==> src/rtl/nnrv_id_pkg.sv <==
// nnrv_id_pkg: opcodes, ALU op codes, branch funct3 codes and the decoded control bundle of the ID stage
package nnrv_id_pkg;
  localparam logic [6:0] OPC_OP     = 7'h33;
  localparam logic [6:0] OPC_OP_IMM = 7'h13;
  localparam logic [6:0] OPC_LOAD   = 7'h03;
  localparam logic [6:0] OPC_STORE  = 7'h23;
  localparam logic [6:0] OPC_BRANCH = 7'h63;
  localparam logic [6:0] OPC_JAL    = 7'h6f;
  localparam logic [6:0] OPC_JALR   = 7'h67;
  localparam logic [6:0] OPC_LUI    = 7'h37;
  localparam logic [6:0] OPC_AUIPC  = 7'h17;
  localparam logic [2:0] BR_EQ  = 3'b000;
  localparam logic [2:0] BR_NE  = 3'b001;
  localparam logic [2:0] BR_LT  = 3'b100;
  localparam logic [2:0] BR_GE  = 3'b101;
  localparam logic [2:0] BR_LTU = 3'b110;
  localparam logic [2:0] BR_GEU = 3'b111;
  typedef enum logic [3:0] {
    ALU_ADD, ALU_SUB, ALU_SLL, ALU_SLT, ALU_SLTU, ALU_XOR,
    ALU_SRL, ALU_SRA, ALU_OR, ALU_AND, ALU_PASSB
  } alu_op_e;
  typedef struct packed {
    logic       valid;
    alu_op_e    alu_op;
    logic       src_imm;
    logic       src_pc;
    logic       link;
    logic [2:0] funct3;
    logic       mem_rd;
    logic       mem_wr;
    logic [4:0] rd_addr;
    logic       rd_wen;
  } ctrl_t;
  function automatic alu_op_e alu_map(input logic [2:0] f3, input logic alt);
    return f3 == 3'd0 ? (alt ? ALU_SUB : ALU_ADD) :
           f3 == 3'd1 ? ALU_SLL :
           f3 == 3'd2 ? ALU_SLT :
           f3 == 3'd3 ? ALU_SLTU :
           f3 == 3'd4 ? ALU_XOR :
           f3 == 3'd5 ? (alt ? ALU_SRA : ALU_SRL) :
           f3 == 3'd6 ? ALU_OR : ALU_AND;
  endfunction
  function automatic ctrl_t decode(input logic [31:0] ins);
    ctrl_t c;
    logic [6:0] op;
    op = ins[6:0];
    c = '0;
    c.valid = op inside {OPC_OP, OPC_OP_IMM, OPC_LOAD, OPC_STORE, OPC_BRANCH,
                         OPC_JAL, OPC_JALR, OPC_LUI, OPC_AUIPC};
    c.alu_op = op == OPC_OP ? alu_map(ins[14:12], ins[30]) :
               op == OPC_OP_IMM ? alu_map(ins[14:12], ins[30] && ins[14:12] == 3'd5) :
               op == OPC_LUI ? ALU_PASSB :
               op == OPC_BRANCH ? ALU_SUB : ALU_ADD;
    c.src_imm = c.valid && op != OPC_OP && op != OPC_BRANCH;
    c.src_pc = op == OPC_AUIPC;
    c.link = op == OPC_JAL || op == OPC_JALR;
    c.funct3 = ins[14:12];
    c.mem_rd = op == OPC_LOAD;
    c.mem_wr = op == OPC_STORE;
    c.rd_addr = ins[11:7];
    c.rd_wen = op inside {OPC_OP, OPC_OP_IMM, OPC_LOAD, OPC_LUI, OPC_AUIPC, OPC_JAL, OPC_JALR}
               && ins[11:7] != 5'd0;
    return c;
  endfunction
endpackage

==> src/rtl/nnrv_id_imm_gen.sv <==
// nnrv_imm_gen: instr -> sign-extended I/S/B/U/J immediate selected by opcode (combinational)
module nnrv_imm_gen
  import nnrv_id_pkg::*;
#(
  parameter int XLEN = 32
) (
  input  logic [31:0]     instr,
  output logic [XLEN-1:0] imm
);
  logic [6:0]  op;
  logic [31:0] imm32;
  assign op = instr[6:0];
  always_comb
    imm32 = op == OPC_STORE ? {{20{instr[31]}}, instr[31:25], instr[11:7]} :
            op == OPC_BRANCH ? {{20{instr[31]}}, instr[7], instr[30:25], instr[11:8], 1'b0} :
            op inside {OPC_LUI, OPC_AUIPC} ? {instr[31:12], 12'b0} :
            op == OPC_JAL ? {{12{instr[31]}}, instr[19:12], instr[20], instr[30:21], 1'b0} :
            {{20{instr[31]}}, instr[31:20]};
  assign imm = {{(XLEN-31){imm32[31]}}, imm32[30:0]};
endmodule

==> src/rtl/nnrv_id.sv <==
// nnrv_id: RV32I decode stage; regfile read + EX/MEM forwarding, load-use stall, jump/branch redirect to fetch, registered EX bundle
module nnrv_id
  import nnrv_id_pkg::*;
#(
  parameter int INSTR_WIDTH = 32,
  parameter int XLEN        = 32
) (
  input  logic                   i_clk,
  input  logic                   i_rst,
  input  logic [INSTR_WIDTH-1:0] i_if_instr,
  input  logic [XLEN-1:0]        i_if_cur_pc,
  output logic                   o_if_jmp_stall,
  output logic [XLEN-1:0]        o_if_jmp_pc,
  output logic                   o_if_hazard_stall,
  output logic [4:0]             o_rf_rs1_addr,
  output logic [4:0]             o_rf_rs2_addr,
  input  logic [XLEN-1:0]        i_rf_rs1_data,
  input  logic [XLEN-1:0]        i_rf_rs2_data,
  input  logic                   i_ex_rd_wen,
  input  logic [4:0]             i_ex_rd_addr,
  input  logic                   i_ex_is_load,
  input  logic [XLEN-1:0]        i_ex_rd_data,
  input  logic                   i_mem_rd_wen,
  input  logic [4:0]             i_mem_rd_addr,
  input  logic [XLEN-1:0]        i_mem_rd_data,
  output logic                   o_ex_valid,
  output logic [XLEN-1:0]        o_ex_pc,
  output logic [XLEN-1:0]        o_ex_rs1_data,
  output logic [XLEN-1:0]        o_ex_rs2_data,
  output logic [XLEN-1:0]        o_ex_imm,
  output logic [3:0]             o_ex_alu_op,
  output logic                   o_ex_src_imm,
  output logic                   o_ex_src_pc,
  output logic                   o_ex_link,
  output logic [2:0]             o_ex_funct3,
  output logic                   o_ex_mem_rd,
  output logic                   o_ex_mem_wr,
  output logic [4:0]             o_ex_rd_addr,
  output logic                   o_ex_rd_wen
);
  ctrl_t           ctrl, ex_ctrl;
  logic [6:0]      op;
  logic [2:0]      f3;
  logic [4:0]      rs1, rs2;
  logic [XLEN-1:0] imm, rs1_data, rs2_data, jalr_sum, ex_pc, ex_rs1, ex_rs2, ex_imm;
  logic            use_rs1, use_rs2, eq, lt, ltu, taken, bubble;
  assign op = i_if_instr[6:0];
  assign f3 = i_if_instr[14:12];
  assign rs1 = i_if_instr[19:15];
  assign rs2 = i_if_instr[24:20];
  assign ctrl = decode(i_if_instr[31:0]);
  nnrv_imm_gen #(.XLEN(XLEN)) u_imm (.instr(i_if_instr[31:0]), .imm(imm));
  assign o_rf_rs1_addr = rs1;
  assign o_rf_rs2_addr = rs2;
  assign rs1_data = rs1 == 5'd0 ? '0 :
                    i_ex_rd_wen && !i_ex_is_load && i_ex_rd_addr == rs1 ? i_ex_rd_data :
                    i_mem_rd_wen && i_mem_rd_addr == rs1 ? i_mem_rd_data : i_rf_rs1_data;
  assign rs2_data = rs2 == 5'd0 ? '0 :
                    i_ex_rd_wen && !i_ex_is_load && i_ex_rd_addr == rs2 ? i_ex_rd_data :
                    i_mem_rd_wen && i_mem_rd_addr == rs2 ? i_mem_rd_data : i_rf_rs2_data;
  assign use_rs1 = op inside {OPC_OP, OPC_OP_IMM, OPC_LOAD, OPC_STORE, OPC_BRANCH, OPC_JALR};
  assign use_rs2 = op inside {OPC_OP, OPC_STORE, OPC_BRANCH};
  assign o_if_hazard_stall = i_ex_is_load && i_ex_rd_wen && i_ex_rd_addr != 5'd0 &&
                             (use_rs1 && i_ex_rd_addr == rs1 || use_rs2 && i_ex_rd_addr == rs2);
  assign eq = rs1_data == rs2_data;
  assign lt = $signed(rs1_data) < $signed(rs2_data);
  assign ltu = rs1_data < rs2_data;
  assign taken = op == OPC_BRANCH &&
                 (f3 == BR_EQ ? eq : f3 == BR_NE ? !eq : f3 == BR_LT ? lt :
                  f3 == BR_GE ? !lt : f3 == BR_LTU ? ltu : f3 == BR_GEU && !ltu);
  assign jalr_sum = rs1_data + imm;
  assign o_if_jmp_stall = !o_if_hazard_stall && (op == OPC_JAL || op == OPC_JALR || taken);
  assign o_if_jmp_pc = op == OPC_JALR ? {jalr_sum[XLEN-1:1], 1'b0} : i_if_cur_pc + imm;
  assign bubble = o_if_hazard_stall || !ctrl.valid;
  always_ff @(posedge i_clk or posedge i_rst)
    if (i_rst) begin
      ex_ctrl <= '0;
      ex_pc <= '0;
      ex_rs1 <= '0;
      ex_rs2 <= '0;
      ex_imm <= '0;
    end else begin
      ex_ctrl <= bubble ? '0 : ctrl;
      ex_pc <= bubble ? '0 : i_if_cur_pc;
      ex_rs1 <= bubble ? '0 : rs1_data;
      ex_rs2 <= bubble ? '0 : rs2_data;
      ex_imm <= bubble ? '0 : imm;
    end
  assign o_ex_valid = ex_ctrl.valid;
  assign o_ex_pc = ex_pc;
  assign o_ex_rs1_data = ex_rs1;
  assign o_ex_rs2_data = ex_rs2;
  assign o_ex_imm = ex_imm;
  assign o_ex_alu_op = ex_ctrl.alu_op;
  assign o_ex_src_imm = ex_ctrl.src_imm;
  assign o_ex_src_pc = ex_ctrl.src_pc;
  assign o_ex_link = ex_ctrl.link;
  assign o_ex_funct3 = ex_ctrl.funct3;
  assign o_ex_mem_rd = ex_ctrl.mem_rd;
  assign o_ex_mem_wr = ex_ctrl.mem_wr;
  assign o_ex_rd_addr = ex_ctrl.rd_addr;
  assign o_ex_rd_wen = ex_ctrl.rd_wen;
endmodule

==> config.mk <==
export PLATFORM = sky130hd
export DESIGN_NAME = nnrv_id
export DESIGN_NICKNAME = d
export VERILOG_FILES = /design/src/rtl/nnrv_id_pkg.sv /design/src/rtl/nnrv_id_imm_gen.sv /design/src/rtl/nnrv_id.sv
export SDC_FILE = /design/constraint.sdc
export NUM_CORES = 1
export LEC_CHECK = 0
export ABC_AREA = 1
export BUFFER_PORTS_ARGS = -buffer_cell sky130_fd_sc_hd__buf_2
export CORE_MARGIN = 10
export CORE_UTILIZATION = 55
export CTS_BUF_LIST = sky130_fd_sc_hd__clkbuf_4
export CTS_CLUSTER_DIAMETER = 150
export DETAILED_ROUTE_END_ITERATION = 16
export PLACE_DENSITY = 0.87
export SLEW_MARGIN = 20
export SYNTH_ARGS = -nofsm -noshare
export SYNTH_HDL_FRONTEND = slang
export SYNTH_SLANG_ARGS = --single-unit
export TNS_END_PERCENT = 10
==> constraint.sdc <==
create_clock -name i_clk -period 9.6 [get_ports i_clk]
set_input_delay 1.44 -clock i_clk [delete_from_list [all_inputs] [get_ports i_clk]]
set_output_delay 1.44 -clock i_clk [all_outputs]
set_load 0.02 [all_outputs]
# --- After elaboration in Yosys (flattened, before gate mapping) ---
# Cells that the tools add are included.
classes:
  n_addsub: 2
  n_reduce_logical: 37
  n_mux: 42
  magnitude_cmp: 2
  n_eq_ne: 23
ops:
  columns: ["cell", "count"]
  rows:
  - ["32-bit 2-to-1 mux", 11]
  - ["31-bit 2-to-1 mux", 3]
  - ["32-bit adder", 2]
  - ["32-bit < comparator", 2]
  - ["4-bit 2-to-1 mux", 15]
  - ["32-bit == test", 1]
  - ["7-bit by 6-bit == test with 1-bit output (second input constant)", 3]
  - ["7-bit == test (second input constant)", 3]
  - ["5-bit == test", 4]
  - ["20-bit 2-to-1 mux", 1]
  - ["19-bit 2-to-1 mux", 1]
  - ["1-bit logical AND", 17]
  - ["7-bit by 5-bit == test with 1-bit output (second input constant)", 2]
  - ["3-bit == test (second input constant)", 4]
  - ["1-bit 2-to-1 mux", 11]
  - ["5-bit logical NOT", 2]
  - ["5-bit nonzero test", 2]
  - ["9-bit nonzero test", 1]
  - ["7-bit by 2-bit == test with 1-bit output (second input constant)", 1]
  - ["7-bit by 6-bit inequality test with 1-bit output (second input constant)", 1]
  - ["7-bit inequality test (second input constant)", 1]
  - ["7-bit nonzero test", 1]
  - ["3-bit by 2-bit == test with 1-bit output (second input constant)", 2]
  - ["1-bit logical NOT", 6]
  - ["other kinds (6)", 9]
totals:
  out_inout_bits: 191
  wordCells: 120
  inputBits: 207
  ff_bits: 147

# --- Depth between registers and ports, before layout ---
# Gate-level depths: netlist (run 1).
depth:
  depth_word: 16
  mapped_depth: 31
  depth_no_buf: 30

# --- Hierarchy ---
# A second synthesis (run 1) with hierarchy kept.
hier_totals:
  cells_unflattened: 1719
  area_unflattened_um2: 11765.0
modules_own_cells:
  columns: ["mod", "area_each_um2", "instances", "cells_each", "seq_area_each_um2"]
  rows:
  - ["nnrv_id", 11283.3, 1, 1623, 3678.5]
  - ["nnrv_imm_gen", 481.7, 1, 96, 0.0]

# --- Worst setup path before layout (run 1) ---
# No wires, ideal clock.
synth_path:
  path_type: "input to output"
  startpoint: "input port i_if_instr[5]"
  endpoint: "output port o_if_jmp_pc[30]"
  cell_stages: 28
  t_arrival_ns: 4.805
  path_slack_ns: 3.355
  path_cell_list: "inv_1 -> nor2_2 -> nand2_1 -> nor2_1 -> nand2_1 -> nand2_1 -> inv_1 -> a32oi_2 -> inv_1 -> ha_1 -> fa_1 -> nand3_1 -> nand2_1 -> a21boi_2 -> o21ai_0 -> a21boi_2 -> o21ai_1 -> a21boi_1 -> inv_1 -> nand2_1 -> nand3_1 -> a21oi_1 -> o21ai_1 -> nand2_1 -> nand3_1 -> nand2_1 -> nand2_1 -> o21ai_1"
synth_via:
  elab_chain_len: 7
  word_cells_on_any_way: 14
synth_rtl:
  columns: ["item", "line", "rtl"]
  rows:
  - ["from (decl)", "nnrv_id.sv:10", "input logic [INSTR_WIDTH-1:0] i_if_instr,"]
  - ["7-bit == test (tied with other cells)", "nnrv_id_imm_gen.sv:17", "op == OPC_JAL ? {{12{instr[31]}}, instr[19:12], instr[20], instr[30:21], 1'b0} :"]
  - ["20-bit 2-to-1 mux / 2-bit nonzero test (equally long branches)", "nnrv_id_imm_gen.sv:17, nnrv_id_imm_gen.sv:16", null]
  - ["31-bit 2-to-1 mux", "nnrv_id_imm_gen.sv:16", "op inside {OPC_LUI, OPC_AUIPC} ? {instr[31:12], 12'b0} :"]
  - ["31-bit 2-to-1 mux", "nnrv_id_imm_gen.sv:15", "op == OPC_BRANCH ? {{20{instr[31]}}, instr[7], instr[30:25], instr[11:8], 1'b0} :"]
  - ["31-bit 2-to-1 mux", "nnrv_id_imm_gen.sv:14", "imm32 = op == OPC_STORE ? {{20{instr[31]}}, instr[31:25], instr[11:7]} :"]
  - ["32-bit adder, on equally long branches", "nnrv_id.sv:73, nnrv_id.sv:71", null]
  - ["32-bit 2-to-1 mux *", "nnrv_id.sv:73", "assign o_if_jmp_pc = op == OPC_JALR ? {jalr_sum[XLEN-1:1], 1'b0} : i_if_cur_pc + imm;"]
  - ["to (decl)", "nnrv_id.sv:13", "output logic [XLEN-1:0] o_if_jmp_pc,"]
# Mark *: on every way between the ends. The rest lies on a longest branch, timed or not.

# --- Final worst setup path (run 1) ---
layout_path:
  startpoint: "input port i_if_instr[17]"
  endpoint: "output port o_if_jmp_stall"
layout_via:
  elab_chain_len: 16
  word_cells_on_any_way: 27
layout_rtl:
  columns: ["item", "line", "rtl"]
  rows:
  - ["5-bit == test", "nnrv_id.sv:57", "i_mem_rd_wen && i_mem_rd_addr == rs1 ? i_mem_rd_data : i_rf_rs1_data;"]
  - ["1-bit logical AND", "nnrv_id.sv:57", null]
  - ["32-bit 2-to-1 mux", "nnrv_id.sv:57", null]
  - ["32-bit 2-to-1 mux", "nnrv_id.sv:56", "i_ex_rd_wen && !i_ex_is_load && i_ex_rd_addr == rs1 ? i_ex_rd_data :"]
  - ["32-bit 2-to-1 mux", "nnrv_id.sv:55", "assign rs1_data = rs1 == 5'd0 ? '0 :"]
  - ["32-bit < comparator", "nnrv_id.sv:67", "assign ltu = rs1_data < rs2_data;"]
  - ["1-bit logical NOT", "nnrv_id.sv:70", "f3 == BR_GE ? !lt : f3 == BR_LTU ? ltu : f3 == BR_GEU && !ltu);"]
  - ["1-bit logical AND", "nnrv_id.sv:70", null]
  - ["1-bit 2-to-1 mux (2 in a row)", "nnrv_id.sv:70", null]
  - ["1-bit 2-to-1 mux (3 in a row)", "nnrv_id.sv:69", "(f3 == BR_EQ ? eq : f3 == BR_NE ? !eq : f3 == BR_LT ? lt :"]
  - ["1-bit logical AND", "nnrv_id.sv:68", "assign taken = op == OPC_BRANCH &&"]
  - ["1-bit logical OR", "nnrv_id.sv:72", "assign o_if_jmp_stall = !o_if_hazard_stall && (op == OPC_JAL || op == OPC_JALR || taken);"]
  - ["1-bit logical AND *", "nnrv_id.sv:72", null]
  - ["to (decl)", "nnrv_id.sv:12", "output logic o_if_jmp_stall,"]
# Marked as above.

==> impl_results.html, run 1 <==
<table>
<tr><th>Metric</th><th>Value</th></tr>
<tr><th colspan="2">Detailed routing</th></tr>
<tr><td>Wire length per cell</td><td>21.83 um</td></tr>
<tr><td>Number of optimization iterations in the first detailed-route pass</td><td>7</td></tr>
<tr><td>Total vias in the final route</td><td>13463</td></tr>
<tr><td>Remaining design rule violation count</td><td>0</td></tr>
<tr><td>Number of violations reported at the end of detailed-routing iteration 0</td><td>1505</td></tr>
<tr><td>Count of nets left with antenna violations after detail routing</td><td>0</td></tr>
<tr><td>Routed WL</td><td>50200 um</td></tr>
<tr><td>Detail-routed via count per cell</td><td>5.856</td></tr>
<tr><th colspan="2">Synth</th></tr>
<tr><td>Count of flip-flops with a built-in enable after synthesis</td><td>0</td></tr>
<tr><td>Most area-hungry cell type in the Yosys netlist</td><td>dfrtp_1</td></tr>
<tr><td>Area share of the largest cell type after synthesis</td><td>31.81%</td></tr>
<tr><td>Dominant cells by area after synthesis</td><td>dfrtp_1, nand2_1, ha_1, nor2_1, inv_1</td></tr>
<tr><td>Synth Cell Area</td><td>11560 um^2</td></tr>
<tr><td>Async set-reset flop share out of synthesis</td><td>100.0%</td></tr>
<tr><td>#FFs+latches synth</td><td>147</td></tr>
<tr><td>Top post-synthesis cells by count</td><td>nand2_1, nor2_1, inv_1</td></tr>
<tr><td>Register area share after synthesis</td><td>31.81%</td></tr>
<tr><td>Post-synth cell types</td><td>58</td></tr>
<tr><td>Post-Synthesis Mean Instance Area</td><td>7.017 um^2</td></tr>
<tr><td>Main synth FF type</td><td>dfrtp_1</td></tr>
<tr><td>Syn nets</td><td>1948</td></tr>
<tr><td>Number of cells produced by synthesis</td><td>1648</td></tr>
<tr><td>Count of warnings emitted by yosys</td><td>0</td></tr>
<tr><td>Cell with the most instances after synthesis</td><td>nand2_1</td></tr>
<tr><th colspan="2">Power</th></tr>
<tr><td>Leakage power summed over all cells</td><td>8.147 nW</td></tr>
<tr><td>Power density relative to cell area</td><td>125.3 nW/um^2</td></tr>
<tr><td>Worst-case vdd ir drop</td><td>0.07154 mV</td></tr>
<tr><td>Total power after layout</td><td>0.001758 W</td></tr>
<tr><th colspan="2">Floorplan</th></tr>
<tr><td>Starting density of the core</td><td>56.60%</td></tr>
<tr><td>Width of the chip</td><td>165 um</td></tr>
<tr><td>Die height</td><td>165 um</td></tr>
<tr><td>Area of the core region</td><td>20430 um^2</td></tr>
<tr><td>Num rows</td><td>52</td></tr>
<tr><td>Die footprint</td><td>27230 um^2</td></tr>
<tr><td>I/O pin total</td><td>398</td></tr>
<tr><th colspan="2">Worst setup path</th></tr>
<tr><td>Setup crit end kind</td><td>primary output</td></tr>
<tr><td>Slowest cell delay on critical path</td><td>810 ps</td></tr>
<tr><td>Crit path to</td><td>o_if_jmp_stall</td></tr>
<tr><td>Critical-path cell with the highest stage delay</td><td>inv_1</td></tr>
<tr><td>Crit Path Max Fanout</td><td>35</td></tr>
<tr><td>Arrival time at the worst endpoint</td><td>6140 ps</td></tr>
<tr><td>Startpoint-to-endpoint class of the critical path</td><td>input port to primary output</td></tr>
<tr><td>Startpoint Class</td><td>input port</td></tr>
<tr><td>Most common cell type on the critical path</td><td>nand2_1</td></tr>
<tr><td>Data required time of the critical path</td><td>8160 ps</td></tr>
<tr><td>Launching instance or port of the critical path</td><td>i_if_instr[17]</td></tr>
<tr><th colspan="2">Run status</th></tr>
<tr><td>Result of the run</td><td>finished clean</td></tr>
<tr><th colspan="2">Finish</th></tr>
<tr><td>Post-layout instance area</td><td>14030 um^2</td></tr>
<tr><td>Area occupied by registers</td><td>3679 um^2</td></tr>
<tr><td>Layout cells sized above 1</td><td>25.30%</td></tr>
<tr><td>Count of fill cells added during filler insertion</td><td>1780</td></tr>
<tr><td>Final nets</td><td>2311</td></tr>
<tr><td>Multi-input gate area</td><td>6880 um^2</td></tr>
<tr><td>Synthesis-to-finish area growth</td><td>21.36%</td></tr>
<tr><th colspan="2">STA</th></tr>
<tr><td>Max frequency</td><td>0.1320 GHz</td></tr>
<tr><td>Hold slack</td><td>894.9 ps</td></tr>
<tr><td>Clock period minus worst slack</td><td>7578 ps</td></tr>
<tr><td>Unrepaired setup endpoints after global routing</td><td>no</td></tr>
<tr><td>Actual slew at the worst max-slew pin</td><td>1112 ps</td></tr>
<tr><td>Max-slew headroom</td><td>25.08%</td></tr>
<tr><td>Count of endpoints failing hold in the final timing report</td><td>0</td></tr>
<tr><td>Final-report max-slew violation count</td><td>0</td></tr>
<tr><td>Post-route fraction of the period consumed by the critical path</td><td>78.94%</td></tr>
<tr><td>Total Negative Setup Slacks</td><td>0 ps</td></tr>
<tr><td>Total setup violations reported at the end of the flow</td><td>0</td></tr>
<tr><th colspan="2">Clock tree</th></tr>
<tr><td>Number of post-CTS setup repair buffers</td><td>0</td></tr>
<tr><td>CTS-repair resized insts</td><td>0</td></tr>
<tr><td>Number of levels the H-tree was split into</td><td>4</td></tr>
<tr><td>Clock Root Buffer</td><td>clkbuf_4</td></tr>
<tr><td>Clk slew on worst S/H paths</td><td>160 ps</td></tr>
<tr><td>Number of buffers created by CTS</td><td>17</td></tr>
<tr><td>Sink count of the clock tree</td><td>147</td></tr>
<tr><td>CTS Buffer Depth</td><td>2</td></tr>
<tr><td>CTS tree</td><td>yes</td></tr>
<tr><td>Hold-fix buffers at CTS</td><td>0</td></tr>
<tr><th colspan="2">Placement</th></tr>
<tr><td>Port Buf Inserts</td><td>397</td></tr>
<tr><td>GP Congestion</td><td>1.101</td></tr>
<tr><td>Detailed Place HPWL</td><td>40660 um</td></tr>
<tr><td>Dpl cell area</td><td>13710 um^2</td></tr>
<tr><th colspan="2">Hold path</th></tr>
<tr><td>HP Class</td><td>input port to async pin</td></tr>
<tr><th colspan="2">GRT</th></tr>
<tr><td>GRT Resource Usage Total</td><td>35.64%</td></tr>
<tr><td>Final global-route overflow total</td><td>0</td></tr>
<tr><td>Vias in the first global route</td><td>13210</td></tr>
<tr><td>Global-route wire length before repair</td><td>74800 um</td></tr>
<tr><td>Pin count of the biggest net entering global routing</td><td>77</td></tr>
<tr><td>Initial antenna violation count</td><td>5</td></tr>
<tr><th colspan="2">Flow run</th></tr>
<tr><td>Number of maximum-capacitance violations</td><td>0</td></tr>
</table>
==> cell families (layout without fill, tap and decap cells) <==
family	Yosys count	after routing	share of synthesized area, %
and+or+nand+nor	778	778	29.33
AOI/OAI and AO/OA	348	348	17.96
buffers and inverters	257	633	8.808
DFF	147	147	31.81
adders and majority gates	93	93	10.19
xor gates and xnor gates	25	25	1.894
other	0	5	0
==> flip-flops by register name, indices dropped and copies added (netlist names), 3 cells and up <==
register and flops:
o_ex_alu_op 4, o_ex_funct3 3, o_ex_imm 32, o_ex_pc 32, o_ex_rd_addr 5, o_ex_rs1_data 32, o_ex_rs2_data 32
==> power by group <==
part           internal, W  total, W  leakage, nW  switching, W
clock             0.000147  0.000450        0.165      0.000304
combinational     0.000223  0.000668         5.95      0.000445
sequential        0.000634  0.000639         2.04    0.00000507
total              0.00100   0.00176         8.15      0.000754
==> critical path: cells and delay by family <==
kind            cells  cell delay [ps]
compound gates      1              130
simple gates       19             3100
buf+inv             4             1220
fa+ha+maj           1              230
==> placed cells by master, fill, tap and decap left out, types with 11 or more instances in the layout <==
cell,n
clkbuf_4,17
ha_1,91
inv_1,176
nand3_1,73
nand4_1,14
o21ai_0,100
dfrtp_1,147
nor3_1,29
o211ai_1,31
buf_2,397
a21oi_1,107
nor4_1,11
buf_4,14
a31oi_1,46
nand2_2,14
and2_1,36
nor2_1,201
xor2_1,15
nand2_1,369
inv_2,11
o21ai_1,15
==> how the worst min path moves through the flow <==
| stage | end | slack [ps] | cells after the start |
|---|---|---|---|
| after floorplan | o_ex_src_pc | 1510 | 1 |
| after global placement | o_ex_rs1_data[17] | 1570 | 2 |
| after detailed placement | o_ex_rs1_data[17] | 1590 | 2 |
| after CTS | o_ex_rs1_data[17] | 930 | 2 |
| after global routing | o_ex_rs1_data[17] | 950 | 2 |
| final | o_ex_rs1_data[17] | 890 | 2 |
==> through the flow <==
step / instances / util [%] / setup slack, ps
floorplan: 1648 / - / 3355
global placement: 2262 / 67.11 / 2315
detailed placement: 2262 / 67.11 / 2189
CTS: 2294 / 68.63 / 2191
global route: 2297 / 68.67 / 1656
finish: 2299 / 68.69 / 2022
==> layer usage <==
layer	up-vias	global-route usage (%)	wire, um
li1	6200	-	-
met1	6198	42.26	18620
met2	875	58.62	23580
met3	188	8.763	5321
met4	2	18.68	2664
met5	-	0	10
==> layout make-up <==
class                   instances  share of cell area, %
clock inverters                15                  1.311
well taps                     270                  2.407
flip-flops and latches        147                  26.21
inverters                     190                  5.136
clock buffers                  17                 0.9094
repair buffers                411                  14.91
diodes                          5                0.08916
multi-input cells            1244                  49.03
Note: power is estimated with default switching activity, not from simulation.
==> run 2, diff against run 1 <==
Settings changed: CORE_UTILIZATION 55 to 48, PLACE_DENSITY 0.87 to 0.8.
Clock period 9.6 ns to 6.9 ns, I/O delays scaled along.
==> run 2 against run 1 <==
Clock power is 30% higher. Global-route usage decreased by 4.6 points. Combinational power is 38% higher. Largest power group unchanged. Cell area up 0.98%. Count of clock-buffer cells in the layout is 3 higher. First-iteration DRC count down 15%. Total power grew 36%. Critical path depth up 2. Highest routed layer is now met4. Largest cell class unchanged.
==> impl_results.html, run 2 (same netlist as run 1, synthesis figures left out) <==
<table>
<tr><th>Metric</th><th>Value</th></tr>
<tr><th colspan="2">GRT</th></tr>
<tr><td>Initial antenna violation count</td><td>3 (was 5)</td></tr>
<tr><td>Met2 track utilization from global routing</td><td>51.70% (was 58.62%)</td></tr>
<tr><td>Vias in the first global route</td><td>13137 (was 13210)</td></tr>
<tr><td>M3 GR Usage</td><td>8.429% (was 8.763%)</td></tr>
<tr><td>Most congested layer reported by global routing</td><td>met2 (unchanged)</td></tr>
<tr><td>GRT Resource Usage Total</td><td>31.05% (was 35.64%)</td></tr>
<tr><td>Pin count of the biggest net entering global routing</td><td>77 (unchanged)</td></tr>
<tr><td>Final global-route overflow total</td><td>0 (unchanged)</td></tr>
<tr><td>Global-route wire length before repair</td><td>74710 um (was 74800 um)</td></tr>
<tr><td>Met1 track demand over resource in global routing</td><td>36.66% (was 42.26%)</td></tr>
<tr><th colspan="2">Worst setup path</th></tr>
<tr><td>Launching instance or port of the critical path</td><td>i_if_instr[1] (was i_if_instr[17])</td></tr>
<tr><td>Startpoint-to-endpoint class of the critical path</td><td>input port to primary output (unchanged)</td></tr>
<tr><td>Crit Path Max Fanout</td><td>19 (was 35)</td></tr>
<tr><td>Data required time of the critical path</td><td>5860 ps (was 8160 ps)</td></tr>
<tr><td>Startpoint Class</td><td>input port (unchanged)</td></tr>
<tr><td>Setup crit end kind</td><td>primary output (unchanged)</td></tr>
<tr><td>Arrival time at the worst endpoint</td><td>5360 ps (was 6140 ps)</td></tr>
<tr><th colspan="2">Clock tree</th></tr>
<tr><td>CTS-repair resized insts</td><td>0 (unchanged)</td></tr>
<tr><td>Sink count of the clock tree</td><td>147 (unchanged)</td></tr>
<tr><td>CTS tree</td><td>yes (unchanged)</td></tr>
<tr><td>CTS Buffer Depth</td><td>2 (unchanged)</td></tr>
<tr><td>Number of levels the H-tree was split into</td><td>4 (unchanged)</td></tr>
<tr><td>Number of post-CTS setup repair buffers</td><td>0 (unchanged)</td></tr>
<tr><td>Clock Root Buffer</td><td>clkbuf_4 (unchanged)</td></tr>
<tr><td>Clk slew on worst S/H paths</td><td>180 ps (was 160 ps)</td></tr>
<tr><td>Number of buffers created by CTS</td><td>17 (unchanged)</td></tr>
<tr><td>Hold-fix buffers at CTS</td><td>0 (unchanged)</td></tr>
<tr><th colspan="2">Floorplan</th></tr>
<tr><td>Num rows</td><td>56 (was 52)</td></tr>
<tr><td>Starting density of the core</td><td>48.97% (was 56.60%)</td></tr>
<tr><td>Die height</td><td>175.2 um (was 165 um)</td></tr>
<tr><td>Die footprint</td><td>30700 um^2 (was 27230 um^2)</td></tr>
<tr><td>Area of the core region</td><td>23610 um^2 (was 20430 um^2)</td></tr>
<tr><td>I/O pin total</td><td>398 (unchanged)</td></tr>
<tr><td>Width of the chip</td><td>175.2 um (was 165 um)</td></tr>
<tr><th colspan="2">Power</th></tr>
<tr><td>Power density relative to cell area</td><td>169.1 nW/um^2 (was 125.3 nW/um^2)</td></tr>
<tr><td>Worst-case vdd ir drop</td><td>0.1075 mV (was 0.07154 mV)</td></tr>
<tr><td>Leakage power summed over all cells</td><td>8.195 nW (was 8.147 nW)</td></tr>
<tr><th colspan="2">STA</th></tr>
<tr><td>Max-slew headroom</td><td>13.39% (was 25.08%)</td></tr>
<tr><td>Count of endpoints failing hold in the final timing report</td><td>0 (unchanged)</td></tr>
<tr><td>Post-route fraction of the period consumed by the critical path</td><td>92.72%</td></tr>
<tr><td>Max frequency</td><td>0.1563 GHz</td></tr>
<tr><td>Unrepaired setup endpoints after global routing</td><td>no (unchanged)</td></tr>
<tr><td>Actual slew at the worst max-slew pin</td><td>1286 ps (was 1112 ps)</td></tr>
<tr><td>Hold slack</td><td>530.1 ps (was 894.9 ps)</td></tr>
<tr><td>Total Negative Setup Slacks</td><td>0 ps (unchanged)</td></tr>
<tr><td>Total setup violations reported at the end of the flow</td><td>0 (unchanged)</td></tr>
<tr><td>Clock period minus worst slack</td><td>6397 ps</td></tr>
<tr><td>Final-report max-slew violation count</td><td>0 (unchanged)</td></tr>
<tr><td>Final worst setup slack</td><td>502.5 ps (was 2022 ps)</td></tr>
<tr><th colspan="2">Detailed routing</th></tr>
<tr><td>Remaining design rule violation count</td><td>0 (unchanged)</td></tr>
<tr><td>Number of violations reported at the end of detailed-routing iteration 0</td><td>1282 (was 1505)</td></tr>
<tr><td>Routed WL</td><td>49140 um (was 50200 um)</td></tr>
<tr><td>Count of nets left with antenna violations after detail routing</td><td>0 (unchanged)</td></tr>
<tr><td>Total vias in the final route</td><td>13014 (was 13463)</td></tr>
<tr><td>Wire length per cell</td><td>20.81 um (was 21.83 um)</td></tr>
<tr><td>Number of optimization iterations in the first detailed-route pass</td><td>6 (was 7)</td></tr>
<tr><td>Detail-routed via count per cell</td><td>5.510 (was 5.856)</td></tr>
<tr><th colspan="2">Placement</th></tr>
<tr><td>GP Congestion</td><td>0.9797 (was 1.101)</td></tr>
<tr><td>Port Buf Inserts</td><td>397 (unchanged)</td></tr>
<tr><td>Place WS</td><td>553.4 ps (was 2189 ps)</td></tr>
<tr><td>Detailed Place HPWL</td><td>40150 um (was 40660 um)</td></tr>
<tr><th colspan="2">Finish</th></tr>
<tr><td>Count of fill cells added during filler insertion</td><td>2308 (was 1780)</td></tr>
<tr><td>Synthesis-to-finish area growth</td><td>22.55% (was 21.36%)</td></tr>
<tr><td>Final nets</td><td>2327 (was 2311)</td></tr>
<tr><td>Most used cells in the layout excluding fill and tap cells</td><td>buf_2, nand2_1, nor2_1 (unchanged)</td></tr>
<tr><td>Leading cell type in the layout, fill and taps excluded</td><td>buf_2 (unchanged)</td></tr>
<tr><td>Layout cells sized above 1</td><td>25.88% (was 25.30%)</td></tr>
<tr><th colspan="2">Flow run</th></tr>
<tr><td>Number of maximum-capacitance violations</td><td>0 (unchanged)</td></tr>
<tr><th colspan="2">Run status</th></tr>
<tr><td>Result of the run</td><td>finished clean (unchanged)</td></tr>
<tr><th colspan="2">Hold path</th></tr>
<tr><td>HP Class</td><td>input port to async pin (unchanged)</td></tr>
</table>
-- run 2: changes by cell type in the layout (fill, tap and decap cells not counted), sizes merged --
cell / delta
clkinvlp: +4
inv: -4
clkbuf: +3
diode: -2
buf: +16
clkinv: -3
-- run 2: final timing paths --
path                                      to  slack, ps  cells past startpoint
setup / recovery             o_if_jmp_pc[28]        500                     27
hold / removal             o_ex_rs1_data[15]        530                      2
max in group asynchronous       o_ex_imm[15]       4970                      3
min in group i_clk                o_ex_pc[5]        640                      3
-- run 2: stage by stage --
stage                     instances  instance area [um^2]  power, W  util (%)
after detailed placement       2327                 13890  0.001816     58.83
final                          2362                 14170  0.002396     60.01
after CTS                      2359                 14160  0.002392     59.98
after global placement         2327                 13890  0.001809     58.83
after floorplan                1648                 11560  0.001491         -
after global routing           2362                 14170  0.002532     60.01
-- run 2: report_power, final --
| part | internal, W | switching [W] |
|---|---|---|
| combinational | 0.000314 | 0.000609 |
| clock | 0.000199 | 0.000386 |
| sequential | 0.000882 | 0.00000649 |
-- run 2: layout make-up --
cell class | count | area (um^2) | share of cell area (%)
diodes | 3 | 7.507 | 0.05298
clock buffers | 20 | 150.1 | 1.060
clock inverters | 12 | 122.6 | 0.8653
inverters | 190 | 720.7 | 5.086
multi-input cells | 1244 | 6880 | 48.55
flip-flops and latches | 147 | 3679 | 25.96
well taps | 319 | 399.1 | 2.817
repair buffers | 427 | 2212 | 15.61
-- run 2: critical path: stages --
cell      delay [ps]
buf_2             90
nand3_1           90
nor2_1           200
nand2_2          260
nand2_1          170
inv_1            150
a32oi_2          260
inv_1             80
ha_1             220
fa_1             430
nand3_1           80
nand2_1          100
a21boi_2         170
o21ai_0          180
a21boi_2         220
o21ai_1          140
a21boi_1         150
inv_1             80
nand2_1           60
nand3_1          110
a21oi_1          250
o21ai_1          160
a21oi_1          190
xor2_1           170
nand2_1           60
nand2_1           80
buf_2            160
-- run 2: layer usage --
layer | share of wire, % | wire length (um)
met5 | 0 | 0
met1 | 39 | 19160
met3 | 9.8 | 4818
met4 | 4.4 | 2174
met2 | 47 | 22990
